<file path="config.mk">
export PLATFORM = sky130hd
export DESIGN_NAME = i2c_slave_ctrl
export DESIGN_NICKNAME = d
export VERILOG_FILES = /design/src/rtl/i2c_slave_ctrl.sv
export SDC_FILE = /design/constraint.sdc
export NUM_CORES = 1
export LEC_CHECK = 0
export ABC_AREA = 0
export CORE_MARGIN = 2
export CORE_UTILIZATION = 55
export CTS_CLUSTER_DIAMETER = 100
export DETAILED_ROUTE_END_ITERATION = 12
export DONT_BUFFER_PORTS = 1
export GPL_ROUTABILITY_DRIVEN = 1
export PLACE_DENSITY = 0.71
export REMOVE_ABC_BUFFERS = 1
export SLEW_MARGIN = 30
export SYNTH_ARGS = -nofsm -noshare
export SYNTH_HDL_FRONTEND = slang
export SYNTH_SLANG_ARGS = --single-unit
export TNS_END_PERCENT = 20
</file>
<file path="constraint.sdc">
create_clock -name clk -period 3.9 [get_ports clk]
set_input_delay 0.195 -clock clk [delete_from_list [all_inputs] [get_ports clk]]
set_output_delay 0.195 -clock clk [all_outputs]
set_load 0.05 [all_outputs]
</file>
<file path="src/rtl/i2c_slave_ctrl.sv">
// I2C slave protocol controller: Moore FSM sequencing address check, ACK/NACK, byte TX/RX and FIFO handshakes.
// Latency: outputs follow the registered state, one cycle after the triggering bus pulse.
// Optional macro I2C_SLAVE_CTRL_GEN_CALL_EN also ACKs the general call address 8'h00 (write only).
module i2c_slave_ctrl #(
  parameter logic [6:0] SLAVE_ADDR = 7'h78
) (
  input  logic       clk,
  input  logic       n_rst,
  input  logic       start_found,
  input  logic       stop_found,
  input  logic       byte_received,
  input  logic       check_ack,
  input  logic       ack_done,
  input  logic       sda_in,
  input  logic [7:0] rx_data,
  input  logic       tx_empty,
  input  logic       rx_full,
  output logic       rx_enable,
  output logic       tx_enable,
  output logic       load_data,
  output logic       tx_read,
  output logic       rx_write,
  output logic [1:0] sda_mode,
  output logic       tx_underflow
);

  localparam logic [3:0] S_IDLE      = 4'd0;
  localparam logic [3:0] S_ADDR_RX   = 4'd1;
  localparam logic [3:0] S_ADDR_CHK  = 4'd2;
  localparam logic [3:0] S_ACK_ADDR  = 4'd3;
  localparam logic [3:0] S_NACK      = 4'd4;
  localparam logic [3:0] S_LOAD      = 4'd5;
  localparam logic [3:0] S_TX_BYTE   = 4'd6;
  localparam logic [3:0] S_WAIT_MACK = 4'd7;
  localparam logic [3:0] S_DATA_RX   = 4'd8;
  localparam logic [3:0] S_ACK_DATA  = 4'd9;

  logic [3:0] r_state;
  logic [3:0] w_next;
  logic       r_rw;
  logic       r_mack;
  logic       r_mack_seen;
  logic       r_drop;
  logic       r_rx_write;
  logic       r_tx_read;
  logic       r_underflow;
  logic       w_own_addr;
  logic       w_gen_call;
  logic       w_addr_hit;
  logic       w_mack;

  // Address match; the general call is only accepted when the feature macro is defined.
  always_comb begin
    w_own_addr = (rx_data[7:1] == SLAVE_ADDR);
`ifdef I2C_SLAVE_CTRL_GEN_CALL_EN
    w_gen_call = (rx_data == 8'h00);
`else
    w_gen_call = 1'b0;
`endif
    w_addr_hit = w_own_addr || w_gen_call;
    // If ack_done lands in the same cycle as the first check_ack, use the live SDA value.
    w_mack     = (check_ack && !r_mack_seen) ? sda_in : r_mack;
  end

  // Next-state logic; START/STOP overrides are applied last so they win over everything.
  always_comb begin
    w_next = r_state;
    case (r_state)
      S_IDLE:      if (start_found) w_next = S_ADDR_RX;
      S_ADDR_RX:   if (byte_received) w_next = S_ADDR_CHK;
      S_ADDR_CHK:  w_next = w_addr_hit ? S_ACK_ADDR : S_NACK;
      S_ACK_ADDR:  if (ack_done) w_next = r_rw ? S_LOAD : S_DATA_RX;
      S_NACK:      if (ack_done) w_next = S_IDLE;
      S_LOAD:      w_next = S_TX_BYTE;
      S_TX_BYTE:   if (byte_received) w_next = S_WAIT_MACK;
      S_WAIT_MACK: if (ack_done) w_next = w_mack ? S_IDLE : S_LOAD;
      S_DATA_RX:   if (byte_received) w_next = S_ACK_DATA;
      S_ACK_DATA:  if (ack_done) w_next = S_DATA_RX;
      default:     w_next = S_IDLE;
    endcase
    if (start_found)     w_next = S_ADDR_RX;
    else if (stop_found) w_next = S_IDLE;
  end

  // State register plus the flags the output decode depends on.
  always_ff @(posedge clk or negedge n_rst) begin
    if (!n_rst) begin
      r_state     <= S_IDLE;
      r_rw        <= 1'b0;
      r_mack      <= 1'b1;
      r_mack_seen <= 1'b0;
      r_drop      <= 1'b0;
      r_rx_write  <= 1'b0;
      r_tx_read   <= 1'b0;
      r_underflow <= 1'b0;
    end else begin
      r_state <= w_next;
      // General call matches only via w_gen_call, so it always latches as a write.
      if (r_state == S_ADDR_CHK && w_addr_hit)
        r_rw <= w_own_addr ? rx_data[0] : 1'b0;
      // Master ACK is taken from the first check_ack cycle only; re-armed outside WAIT_MACK.
      if (r_state == S_WAIT_MACK) begin
        if (check_ack && !r_mack_seen) begin
          r_mack      <= sda_in;
          r_mack_seen <= 1'b1;
        end
      end else begin
        r_mack_seen <= 1'b0;
      end
      // FIFO status is sampled on the transition; it can only become safer before the flag is used
      // because this block is the only one popping tx / pushing rx.
      if (r_state == S_DATA_RX && w_next == S_ACK_DATA)
        r_drop <= rx_full;
      r_rx_write  <= (r_state == S_DATA_RX) && (w_next == S_ACK_DATA) && !rx_full;
      r_tx_read   <= (w_next == S_LOAD) && !tx_empty;
      // The shift register loads 8'hFF when it sees tx_underflow alongside load_data.
      r_underflow <= (w_next == S_LOAD) && tx_empty;
    end
  end

  // Moore output decode from registered state and flags only.
  always_comb begin
    rx_enable    = (r_state == S_ADDR_RX) || (r_state == S_DATA_RX);
    tx_enable    = (r_state == S_TX_BYTE);
    load_data    = (r_state == S_LOAD);
    tx_read      = r_tx_read;
    rx_write     = r_rx_write;
    tx_underflow = r_underflow;
    case (r_state)
      S_ACK_ADDR: sda_mode = 2'b01;
      S_NACK:     sda_mode = 2'b10;
      S_TX_BYTE:  sda_mode = 2'b11;
      S_ACK_DATA: sda_mode = r_drop ? 2'b10 : 2'b01;
      default:    sda_mode = 2'b00;
    endcase
  end

endmodule
</file>
## Word-level counts from Yosys, hierarchy flattened

Index checks and enable logic that the tools add are counted.

- Mux-type cells: 19
- Eq/ne operators: 13
- Reduce and logical (&&, ||, !) cells: 11

Operators by type and width:

| operator | number |
|---|---|
| two-way mux 4 bit | 10 |
| one-hot mux 4 bit (10 select lines) | 1 |
| == test 4 x 3 -> 1 bit, second input constant | 5 |
| == test 4 bit, second input constant | 3 |
| == test 4 x 2 -> 1 bit, second input constant | 2 |
| one-hot mux 2 bit (4 select lines) | 1 |
| == test 7 bit, second input constant | 1 |
| logical AND 1 bit | 6 |
| two-way mux 3 bit | 2 |
| == test 4 x 1 -> 1 bit, second input constant | 1 |
| logical NOT 4 bit | 1 |
| two-way mux 1 bit | 4 |
| logical NOT 1 bit | 3 |
| two-way mux 2 bit | 1 |
| != test 2 x 1 -> 1 bit, second input constant | 1 |
| logical OR 1 bit | 1 |

- Output and inout bits: 8
- Flip-flop bits (word level): 11
- Bits of input ports: 18
- Word-level logic and storage cells: 51

## Longest topological paths before layout

- Depth after elaboration: 11
- Gate-level depth with buffers: 6
- Gate-level depth less buffers: 5

## Least setup slack after synthesis

No wires, ideal clock.

- Path kind: register -> output
- Start point: register r_state[1]
- End point: output port sda_mode[0]
- Data arrival time: 1.969 ns
- Data required time: 3.705 ns
- Setup slack: 1.736 ns
- Path buffers: 1
- Stages on the path, launching flop included: 5
- Cells stage by stage: dfrtp_1 -> buf_6 -> nor3_1 -> a21oi_1 -> o32ai_1

- Longest elaborated chain between the ends: 2
- Elaborated cells between the ends (all ways): 5
- Classes of those cells: eq/ne (4); mux (1)

RTL lines:

| item | RTL line | RTL |
|---|---|---|
| from (decl) | 38 | `logic [3:0] r_state;` |
| from (signal assigned) | 97 | `r_state <= w_next;` |
| == test 4 bit (tied with other cells) | 129 | `case (r_state)` |
| one-hot mux 2 bit (4 select lines) * | 129 |  |
| to (decl) | 23 | `output logic [1:0] sda_mode,` |

Mark *: on every way between the ends. The rest lies on a longest branch, timed or not.

## Worst setup path in the final report

- Start point: register r_state[3]
- End point: output port sda_mode[0]

The elaborated chain is that of the path after synthesis.

==> metrics.md <==
| Metric | Value |
|---|---|
| Outcome | `finished, final reports clean` |
| PnR worst setup slack | `1.67 ns` |
| Seq/Total Area, Yosys | `0.386` |
| GR Overflow Total | `0` |
| Rows | `13` |
| Wire length per cell | `13.8 um` |
| Port Buffers | `0` |
| Largest net degree at the start of global routing | `15` |
| Delay-heaviest family, CP | `compound AO/OA/AOI/OAI gates` |
| Hold_ws | `between 0.04 and 0.05 ns` |
| Post-Syn Area | `717 sq um` |
| Critical path peak fanout | `12` |
| Cts bufs inserted | `3` |
| Final HPWL DP | `1110 um` |
| Vias in the first global route | `491` |
| Crit path buffers/inverters | `1` |
| R2R Path End | `tx_read` |
| Critical setup path kind | `reg2out` |
| Die W | `40.1 um` |
| Initial antenna violation count | `0` |
| ANT nets after route | `0` |
| Final core utilization | `0.622` |
| Slew @ Worst Pin | `0.983 ns` |
| Layout cell share with drive strength beyond 1 | `0.176` |
| Drt drc | `0` |
| Hold-critical path depth | `2` |
| Required time of the critical path | `3.70 ns` |
| Postcts setup bufs | `0` |
| Root Driver | `clkbuf_4` |
| P per Cell Area | `291 nW/um^2` |
| Antenna diodes | `0` |
| Vias after detailed routing | `about 590` |
| Worst path max stage delay | `0.76 ns` |
| Full die area | `around 1600 sq um` |
| Vias per inst | `between 5 and 6` |
| Type of origin of the critical path | `flop` |
| I/O pins | `26` |
| Finish-stage setup viols | `0` |
| Max Fclk | `~0.45 GHz` |
| Number of H-tree levels | `1` |
| Setup Total Neg Slack | `0 ns` |
| Placed Area | `723 sq um` |
| Hold Crit Start | `tx_empty` |
| First-pass DRT Iterations | `4` |
| #FFs+latches synth | `11` |
| Reg2Reg Depth | `4` |
| GRT Total Usage | `0.203` |
| Worst skew pair latency | `0.26 ns` |
| Nets | `roughly 100` |
| Overall power | `0.227 mW` |
| Tmin final | `around 2.2 ns` |
| Clk buf depth | `2` |
| Die Ht | `40.1 um` |
| CTS tree | `yes` |
| Worst Hold Class | `in2reg` |
| Final Max Slew Viols | `0` |
| Final wirelength | `between 1000 and 1500 um` |
| WHS Endpoint | `tx_underflow` |
| Area Overhead vs Synth | `8.73%` |
| Cell Count, Final, Fillers Out | `100` |
| Fin area | `779 sq um` |
| First-pass GRT wire length | `2150 um` |
| R2r setup slk | `1.73 ns` |
| RSZ-0062 raised after global routing | `no` |
| Worst R2R Start | `r_state[0]` |
| Fin crit share | `0.572` |
| Initial Utilization | `0.572` |
| Rel. slew slack | `0.342` |
| Clock sinks | `11` |
| Synth cell types | `32` |
| Crit. End Element | `output pin` |
| Clk slew on worst S/H paths | `0.06 ns` |
| Max Clock Skew | `0.000587 ns` |
| CP max-delay cell | `o32ai_2` |
| Avg Cell Area, Syn | `8.85 sq um` |
| Synth warn | `0` |
| Pre-CTS WS | `around 1.7 ns` |
| P_leak | `0.316 nW` |
| Maximum Capacitance Violations | `0` |
| Post-placement cell count | `93` |
| Layout filler cell count | `120` |
| Final hold violation count | `0` |
| Cells after synthesis | `just over 80` |
| Placeable Area | `1250 sq um` |
| Peak supply drop | `0.184 mV` |
| DRT iter0 DRCs | `18` |
| CP cell instances | `inv_1, nor3_1, a21oi_1, o32ai_2` |
| Arrival @ worst endpoint | `2.04 ns` |
| Final GP Congestion | `about 0.75` |
[synth_stat cells (all sizes together)]
master  number  area [sq um]
nor2        12          45.0
dfrtp       10           250
nor3         8          45.0
nand2        7          33.8
a21oi        6          30.0
buf          4          32.5
inv          4          15.0
o21ai        4          20.0
a31oi        3          18.8
mux2         3          33.8
mux2i        2          20.0
nand2b       2          12.5
nand4        2          12.5
nor3b        2          20.0
a221oi       1          15.0
a31o         1          8.76
dfstp        1          26.3
nand3        1          5.00
nand3b       1          7.51
nor4         1          12.5
nor4b        1          15.0
o21a         1          7.51
o32ai        1          8.76
or2          1          6.26
or3          1          6.26
xnor2        1          8.76
[cells by family after synthesis]
| family | after synthesis | synth area share |
|---|---|---|
| buffers and inverters | 8 | 0.0663 |
| DFF | 11 | 0.386 |
| and+or+nand+nor | 39 | 0.309 |
| AOI/OAI and AO/OA | 17 | 0.152 |
| muxes | 5 | 0.0750 |
| xor gates and xnor gates | 1 | 0.0122 |
[worst max path at each step]
stage	endpoint	startpoint	slack, ns	cells after the start
final	sda_mode[0]	r_state[3]	1.67	4
after global routing	sda_mode[0]	r_state[3]	1.55	4
after CTS	sda_mode[0]	r_state[3]	1.66	4
after detailed placement	tx_read	r_state[0]	1.73	4
after global placement	tx_read	r_state[0]	1.76	4
after floorplan	sda_mode[0]	r_state[3]	1.61	4
[sequential cells by signal, indices dropped and copies added, names as in the netlist]
signal and cells:
r_rw 1, rx_write 1, r_mack 1, tx_underflow 1, r_mack_seen 1, r_drop 1, tx_read 1, r_state 4
[final cells by class]
cell class	count	area [sq um]	area share
flip-flops and latches	11	277	0.355
well taps	15	18.8	0.0241
multi-input cells	62	405	0.520
repair buffers	4	37.5	0.0482
inverters	4	15.0	0.0193
clock buffers	4	26.3	0.0337
[report_power, final]
group	total, mW	leakage [nW]	internal, mW	switching (mW)
clock network	0.0721	0.0150	0.0394	0.0327
registers	0.122	0.148	0.117	0.00574
logic	0.0324	0.153	0.0134	0.0189
total	0.227	0.316	0.170	0.0574
[metal layers]
layer / GRT usage / vias up / wire length (um)
li1: - / 299 / -
met1: 0.271 / 268 / 603
met2: 0.315 / 18 / 675
met3: 0.0333 / 2 / 98
met4: 0.103 / 0 / 6
met5: 0 / - / 0
[layout by cell type, fill, tap and decap left out]
cell           netlist  layout
nor3b_2              1       2
nand4_1              2       2
a31oi_1              3       3
nand3b_1             1       1
nor4b_2              1       1
inv_1                4       4
mux2_2               2       2
nor3_1               7       7
dfstp_2              1       1
or2_1                1       1
mux2i_1              2       2
nor4_2               1       1
o21ai_1              3       4
o21a_1               1       1
clkbuf_1             0       1
dfrtp_1             10      10
nand2_4              1       1
clkbuf_4             0       3
a31o_1               1       1
or3_1                1       1
nand2b_1             2       2
a221oi_2             1       1
nor2_1              12      12
a21oi_1              6       6
buf_4                0       1
dlygate4sd3_1        0       3
mux2_1               1       1
nand3_1              1       1
nor3_2               1       1
nand2_1              6       6
xnor2_1              1       1
o32ai_2              0       1
[timing repair]
item	in CTS	in global routing
hold endpoints to repair	13	0
hold buffers	3	0
gates resized for setup	0	0
(Power assumes the default switching activity.)
